File: src/rtl/muldiv_sched.sv
// Iterative MIPS mul/div unit owning HI/LO: 1 bit per cycle, ITERS+1 edges accept-to-commit.
// Issue is held off (req_ready low) whenever the datapath is not IDLE or a flush is pending.
module muldiv_sched #(
  parameter int XLEN  = 32,
  parameter int ITERS = 32
) (
  input  logic            clk,
  input  logic            reset_n,
  input  logic            req_valid,
  input  logic [2:0]      req_op,
  input  logic [XLEN-1:0] req_a,
  input  logic [XLEN-1:0] req_b,
  input  logic [4:0]      req_rd,
  input  logic            flush,
  output logic            req_ready,
  output logic            stall,
  output logic            busy,
  output logic            wb_valid,
  output logic [4:0]      wb_rd,
  output logic [XLEN-1:0] wb_data,
  output logic [XLEN-1:0] hi,
  output logic [XLEN-1:0] lo,
  output logic            div_zero
);
  localparam int CW = $clog2(ITERS);
  localparam logic [2:0] OP_MUL   = 3'd1;
  localparam logic [2:0] OP_DIV   = 3'd2;
  localparam logic [2:0] OP_DIVU  = 3'd3;
  localparam logic [2:0] OP_MFHI  = 3'd4;
  localparam logic [2:0] OP_MFLO  = 3'd5;
  localparam logic [2:0] OP_MULT  = 3'd6;
  localparam logic [2:0] OP_MULTU = 3'd7;

  typedef enum logic [1:0] {IDLE, RUN, FIXUP} state_t;

  state_t            state;
  logic [CW-1:0]     cnt;
  logic [2:0]        op_q;
  logic [4:0]        rd_q;
  logic [XLEN-1:0]   opnd;
  logic [2*XLEN-1:0] acc;
  logic              neg_q, neg_r, dz_q;

  logic              accept, req_signed, a_neg, b_neg, is_mul_q;
  logic [XLEN-1:0]   a_mag, b_mag, diff, quo_fix, rem_fix;
  logic [XLEN:0]     sum, shl;
  logic [2*XLEN-1:0] acc_step, prod_fix;

  assign req_ready = (state == IDLE) && !flush;
  assign stall     = req_valid && !req_ready;
  assign busy      = (state != IDLE);
  assign accept    = req_valid && req_ready;

  always_comb begin
    req_signed = (req_op == OP_MUL) || (req_op == OP_MULT) || (req_op == OP_DIV);
    a_neg      = req_signed && req_a[XLEN-1];
    b_neg      = req_signed && req_b[XLEN-1];
    a_mag      = a_neg ? -req_a : req_a;
    b_mag      = b_neg ? -req_b : req_b;
  end

  // acc holds {partial product, multiplier} for mul and {remainder, quotient} for div
  always_comb begin
    is_mul_q = (op_q == OP_MUL) || (op_q == OP_MULT) || (op_q == OP_MULTU);
    sum      = {1'b0, acc[2*XLEN-1:XLEN]} + {1'b0, (acc[0] ? opnd : {XLEN{1'b0}})};
    shl      = {acc[2*XLEN-1:XLEN], acc[XLEN-1]};
    diff     = shl[XLEN-1:0] - opnd;
    if (is_mul_q)
      acc_step = {sum, acc[XLEN-1:1]};
    else if (shl >= {1'b0, opnd})
      acc_step = {diff, acc[XLEN-2:0], 1'b1};
    else
      acc_step = {shl[XLEN-1:0], acc[XLEN-2:0], 1'b0};
    prod_fix = neg_q ? -acc : acc;
    quo_fix  = neg_q ? -acc[XLEN-1:0] : acc[XLEN-1:0];
    rem_fix  = neg_r ? -acc[2*XLEN-1:XLEN] : acc[2*XLEN-1:XLEN];
  end

  always_ff @(posedge clk or negedge reset_n) begin
    if (!reset_n) begin
      state    <= IDLE;
      cnt      <= '0;
      op_q     <= '0;
      rd_q     <= '0;
      opnd     <= '0;
      acc      <= '0;
      neg_q    <= 1'b0;
      neg_r    <= 1'b0;
      dz_q     <= 1'b0;
      hi       <= '0;
      lo       <= '0;
      wb_valid <= 1'b0;
      wb_rd    <= '0;
      wb_data  <= '0;
      div_zero <= 1'b0;
    end else begin
      wb_valid <= 1'b0;
      div_zero <= 1'b0;
      case (state)
        IDLE: begin
          if (accept) begin
            case (req_op)
              OP_MFHI: begin
                wb_valid <= 1'b1;
                wb_rd    <= req_rd;
                wb_data  <= hi;
              end
              OP_MFLO: begin
                wb_valid <= 1'b1;
                wb_rd    <= req_rd;
                wb_data  <= lo;
              end
              OP_MUL, OP_MULT, OP_MULTU: begin
                op_q  <= req_op;
                rd_q  <= req_rd;
                opnd  <= a_mag;
                acc   <= {{XLEN{1'b0}}, b_mag};
                neg_q <= a_neg ^ b_neg;
                neg_r <= 1'b0;
                dz_q  <= 1'b0;
                cnt   <= '0;
                state <= RUN;
              end
              OP_DIV, OP_DIVU: begin
                op_q  <= req_op;
                rd_q  <= req_rd;
                opnd  <= b_mag;
                acc   <= {{XLEN{1'b0}}, a_mag};
                neg_q <= a_neg ^ b_neg;
                neg_r <= a_neg;
                dz_q  <= (req_b == '0);
                cnt   <= '0;
                state <= RUN;
              end
              default: ;
            endcase
          end
        end
        RUN: begin
          if (flush) begin
            state <= IDLE;
          end else begin
            acc <= acc_step;
            cnt <= cnt + 1'b1;
            if (cnt == CW'(ITERS - 1))
              state <= FIXUP;
          end
        end
        FIXUP: begin
          state <= IDLE;
          if (!flush) begin
            if (op_q == OP_MUL) begin
              wb_valid <= 1'b1;
              wb_rd    <= rd_q;
              wb_data  <= prod_fix[XLEN-1:0];
            end else if (is_mul_q) begin
              hi <= prod_fix[2*XLEN-1:XLEN];
              lo <= prod_fix[XLEN-1:0];
            end else begin
              // a zero divisor leaves the dividend in the remainder path after sign fixup
              lo       <= dz_q ? {XLEN{1'b1}} : quo_fix;
              hi       <= rem_fix;
              div_zero <= dz_q;
            end
          end
        end
        default: state <= IDLE;
      endcase
    end
  end
endmodule

File: config.mk
export PLATFORM = sky130hd
export DESIGN_NAME = muldiv_sched
export DESIGN_NICKNAME = d
export VERILOG_FILES = /design/src/rtl/muldiv_sched.sv
export SDC_FILE = /design/constraint.sdc
export NUM_CORES = 1
export LEC_CHECK = 0
export BUFFER_PORTS_ARGS = -buffer_cell sky130_fd_sc_hd__buf_2
export CORE_ASPECT_RATIO = 0.6
export CORE_MARGIN = 8
export CORE_UTILIZATION = 50
export CTS_BUF_LIST = sky130_fd_sc_hd__clkbuf_8
export CTS_CLUSTER_DIAMETER = 40
export DETAILED_ROUTE_END_ITERATION = 12
export PLACE_DENSITY = 0.84
export REMOVE_ABC_BUFFERS = 1
export SYNTH_ARGS = -nofsm -noshare
export SYNTH_HDL_FRONTEND = slang
export SYNTH_SLANG_ARGS = --single-unit
File: constraint.sdc
create_clock -name clk -period 3.7 [get_ports clk]
set_input_delay 0.37 -clock clk [delete_from_list [all_inputs] [get_ports clk]]
set_output_delay 0.37 -clock clk [all_outputs]
set_load 0.05 [all_outputs]
==> insert_results.sql <==
INSERT INTO impl_metrics (metric_group, metric, value, unit) VALUES
('yosys', 'synthTopCellsByArea', 'sky130_fd_sc_hd__dfrtp_1 32%, sky130_fd_sc_hd__a21oi_1 7.4%, sky130_fd_sc_hd__o21ai_0 6.1%', ''),
('worst_setup_path', 'worst-setup-path-type', 'flop to flop', ''),
('final_layout', 'final_layout_size_suffix_gt1_share', '18.5', '%'),
('global_routing', 'grt_remaining_overflow', '0', ''),
('worst_setup_path', 'ff2ff_path_depth', '16', ''),
('worst_setup_path', 'cp_most_frequent_cell', 'sky130_fd_sc_hd__buf_4', ''),
('timing', 'fin_setup_tns', '0', 'ns'),
('timing', 'timing.final.max_slew_violations', '0', ''),
('detailed_routing', 'antenna_violating_nets_remaining', '0', ''),
('placed_design', 'placement.io_buffers', '181', ''),
('timing', 'worstMarginPinSlew', '1.03', 'ns'),
('global_routing', 'grt.total_usage', '31.9', '%'),
('flow_run', 'timing.max_cap.violations', '0', ''),
('placed_design', 'placer_s_final_routability_congestion_estimate', '1.05', ''),
('placed_design', 'post-place-cells', '2770', ''),
('detailed_routing', 'wl_per_cell', '23.1', 'µm'),
('placed_design', 'placed_cell_area', '0.0188', 'mm²'),
('worst_setup_path', 'critPathLaunchType', 'flop', ''),
('yosys', 'synth.yosys.seq_area_share', '32.4', '%'),
('worst_setup_path', 'worstReg2RegStart', 'acc[31]', ''),
('yosys', 'postSynth.asyncResetShare', '100', '%'),
('detailed_routing', 'routed_wirelength', '65500', 'µm'),
('yosys', 'yosysWarningCount', '0', ''),
('detailed_routing', 'drc_errors', '0', ''),
('yosys', 'netlist-cell-type-count', '83', ''),
('final_layout', 'finalNonFillerCells', '2837', ''),
('final_layout', 'final-seq-area', '0.00543', 'mm²'),
('yosys', 'post_synth_most_frequent_cells', '267 x sky130_fd_sc_hd__nand2_1, 247 x sky130_fd_sc_hd__a21oi_1, 235 x sky130_fd_sc_hd__nor2_1', ''),
('detailed_routing', 'detailroute.wirelength.met2', '25500', 'µm'),
('detailed_routing', 'dr.pass1.iters', '6', ''),
('yosys', 'synth_area', '0.0168', 'mm²'),
('worst_setup_path', 'worstSetupEndpointType', 'flop', ''),
('min_path', 'startpoint_of_the_most_critical_hold_path', 'req_rd[3]', ''),
('final_layout', 'finalNetCount', '2500', ''),
('global_routing', 'antenna_found_initial', '1', ''),
('timing', 'layout_worst_path_cycle_share', '96.8', '%'),
('worst_setup_path', 'crit_path_cell_trace', 'inv_1, ha_1, inv_1, fa_1, nand2_1, a21oi_1, o31ai_1, buf_4, buf_4, o31ai_2, a211oi_1, buf_4, o21a_1, o21ai_0, nor4b_1, o21ai_0', ''),
('floorplanning', 'number_of_top_level_design_ports', '182', ''),
('min_path', 'worst_hold_path.endpoint', 'rd_q[3]', ''),
('floorplanning', 'fp.dieH', '158', 'µm'),
('yosys', 'avg_synthesized_cell_area', '7.86', 'µm²'),
('global_routing', 'grt_pass1_wl', '99300', 'µm'),
('cts', 'tritoncts.num_buffers', '38', ''),
('yosys', 'synth_area_leader_cell', 'sky130_fd_sc_hd__dfrtp_1', ''),
('placed_design', 'dp_slack', '0.101', 'ns'),
('cts', 'clockBufferDepth', '3', ''),
('floorplanning', 'initial_utilization', '50.3', '%'),
('detailed_routing', 'route.layer.met1.wl', '28000', 'µm'),
('placed_design', 'dp_hpwl', '50900', 'µm'),
('cts', 'cts.sinks', '217', ''),
('status', 'result_of_the_run', 'finished clean', ''),
('yosys', 'synth_top_area_share', '32.4', '%'),
('cts', 'clockRootBuffer', 'sky130_fd_sc_hd__clkbuf_8', ''),
('worst_setup_path', 'timing.rr.end', 'acc[62]', ''),
('yosys', 'synthFlopType', 'sky130_fd_sc_hd__dfrtp_1', ''),
('detailed_routing', 'route.met3.wl', '9670', 'µm'),
('detailed_routing', 'route.vias.total', '18000', ''),
('timing', 'maxClockFrequency', '279', 'MHz'),
('detailed_routing', 'drt_iter0_drc', '2473', ''),
('yosys', 'yosysMostFrequentCell', 'sky130_fd_sc_hd__nand2_1', ''),
('worst_setup_path', 'crit_path_max_fanout', '4', ''),
('worst_setup_path', 'critical_path.max_stage_delay', '0.41', 'ns'),
('cts', 'post-cts-setup-buffer-count', '0', ''),
('cts', 'clk_latency', '0.59', 'ns'),
('pwr', 'vdd_ir_drop_max', '0.378', 'mV'),
('worst_setup_path', 'critPathBufInv', '5', ''),
('detailed_routing', 'top_layer_used', 'met4', ''),
('pwr', 'static-leakage-power', '9.07', 'nW'),
('global_routing', 'first_global_vias', '16600', ''),
('final_layout', 'multi_input_gate_area', '0.0107', 'mm²'),
('final_layout', 'syn_to_layout_area_delta', '17.1', '%');
[flip-flops by register name (all words and copies together) (netlist names)]
name,flops
cnt,5
wb_valid,1
dz_q,1
lo,32
wb_rd,5
opnd,32
neg_q,1
op_q,3
rd_q,5
div_zero,1
state,2
neg_r,1
hi,32
acc,64
wb_data,32
[cell type report]
class	instances	share of cell area, %
well taps	459	2.92
inverters	70	1.34
multi-input cells	1716	54.3
clock buffers	44	3.08
repair buffers	309	9.75
clock inverters	22	0.987
flip-flops and latches	217	27.6
[worst min-delay path: cells and delay by family]
kind | cells | cell delay [ns]
buf+inv | 1 | 0.08
simple gates | 2 | 0.09
[per-stage QoR]
| step | hold WS [ns] | utilization (%) |
|---|---|---|
| floorplan | 0.0744 | - |
| global placement | 0.458 | 56.4 |
| detailed placement | 0.466 | 56.4 |
| CTS | 0.0123 | 58.8 |
| global route | 0.0272 | 58.9 |
| finish | 0.0241 | 58.9 |
[cells in the final DEF (no fill, tap or decap), types with 6 or more instances in the layout]
cell type / Yosys / routed
sky130_fd_sc_hd__nand2_1: 267 / 267
sky130_fd_sc_hd__a21oi_1: 247 / 244
sky130_fd_sc_hd__nor2_1: 235 / 234
sky130_fd_sc_hd__dfrtp_1: 217 / 217
sky130_fd_sc_hd__o21ai_0: 204 / 204
sky130_fd_sc_hd__buf_2: 10 / 180
sky130_fd_sc_hd__buf_4: 0 / 124
sky130_fd_sc_hd__xnor2_1: 88 / 88
sky130_fd_sc_hd__inv_1: 70 / 82
sky130_fd_sc_hd__xor2_1: 82 / 82
sky130_fd_sc_hd__ha_1: 70 / 70
sky130_fd_sc_hd__clkbuf_8: 0 / 44
sky130_fd_sc_hd__mux2_2: 43 / 43
sky130_fd_sc_hd__a22oi_1: 36 / 36
sky130_fd_sc_hd__nor3_1: 35 / 34
sky130_fd_sc_hd__nand3_1: 30 / 30
sky130_fd_sc_hd__mux2i_1: 26 / 26
sky130_fd_sc_hd__a31oi_1: 21 / 21
sky130_fd_sc_hd__o31ai_1: 21 / 20
sky130_fd_sc_hd__a21o_1: 20 / 20
sky130_fd_sc_hd__or3_1: 21 / 20
sky130_fd_sc_hd__nand4_1: 16 / 16
sky130_fd_sc_hd__nor4_1: 14 / 14
sky130_fd_sc_hd__a211oi_1: 14 / 14
sky130_fd_sc_hd__and2_1: 13 / 13
sky130_fd_sc_hd__nor2b_1: 14 / 13
sky130_fd_sc_hd__o41ai_1: 13 / 13
sky130_fd_sc_hd__o21a_1: 13 / 13
sky130_fd_sc_hd__o221ai_1: 12 / 12
sky130_fd_sc_hd__or4_1: 12 / 12
sky130_fd_sc_hd__and3_1: 11 / 11
sky130_fd_sc_hd__o211ai_1: 11 / 11
sky130_fd_sc_hd__nand2b_1: 11 / 9
sky130_fd_sc_hd__o22ai_1: 9 / 9
sky130_fd_sc_hd__o21bai_1: 9 / 9
sky130_fd_sc_hd__a21boi_0: 7 / 7
sky130_fd_sc_hd__or2_2: 6 / 6
sky130_fd_sc_hd__o211a_1: 6 / 6
sky130_fd_sc_hd__a221o_1: 6 / 6
[per-layer routing]
metal / vias up / global-route usage, %
li1: 8071 / -
met1: 8451 / 46.8
met2: 1329 / 43.2
met3: 151 / 10.1
met4: 0 / 10.7
met5: - / 0
[power by group]
part | switching [mW] | internal [mW] | leakage [nW]
Clock | 1.14 | 1.31 | 0.456
Sequential | 0.597 | 2.88 | 2.67
Combinational | 5.74 | 3.45 | 5.95
[cells by family after synthesis]
kind of cell | count (synthesis) | share of synthesized area (%)
compound gates | 689 | 24.8
xor+xnor | 170 | 8.87
fa+ha+maj | 72 | 5.46
buf+inv | 202 | 4.60
flops | 217 | 32.4
mux | 69 | 4.44
simple gates | 716 | 19.5
[how the worst max path moves through the flow]
stage / from / to / slack [ns] / depth (start not counted)
after global routing: acc[0] / acc[63] / 0.02 / 13
after floorplan: state[0] / wb_data[14] / -1.20 / 5
after global placement: acc[31] / acc[62] / 0.18 / 16
after detailed placement: acc[31] / acc[62] / 0.10 / 16
after CTS: acc[31] / acc[62] / 0.11 / 16
final: acc[31] / acc[62] / 0.12 / 16
[timing repair]
item / CTS / global route
resized for setup: 0 / 3
endpoints found under the setup margin: 0 / 9
endpoints found under the hold margin: 108 / 0
hold buffers: 1 / 0
No activity file was read; power rests on OpenSTA's default activity.
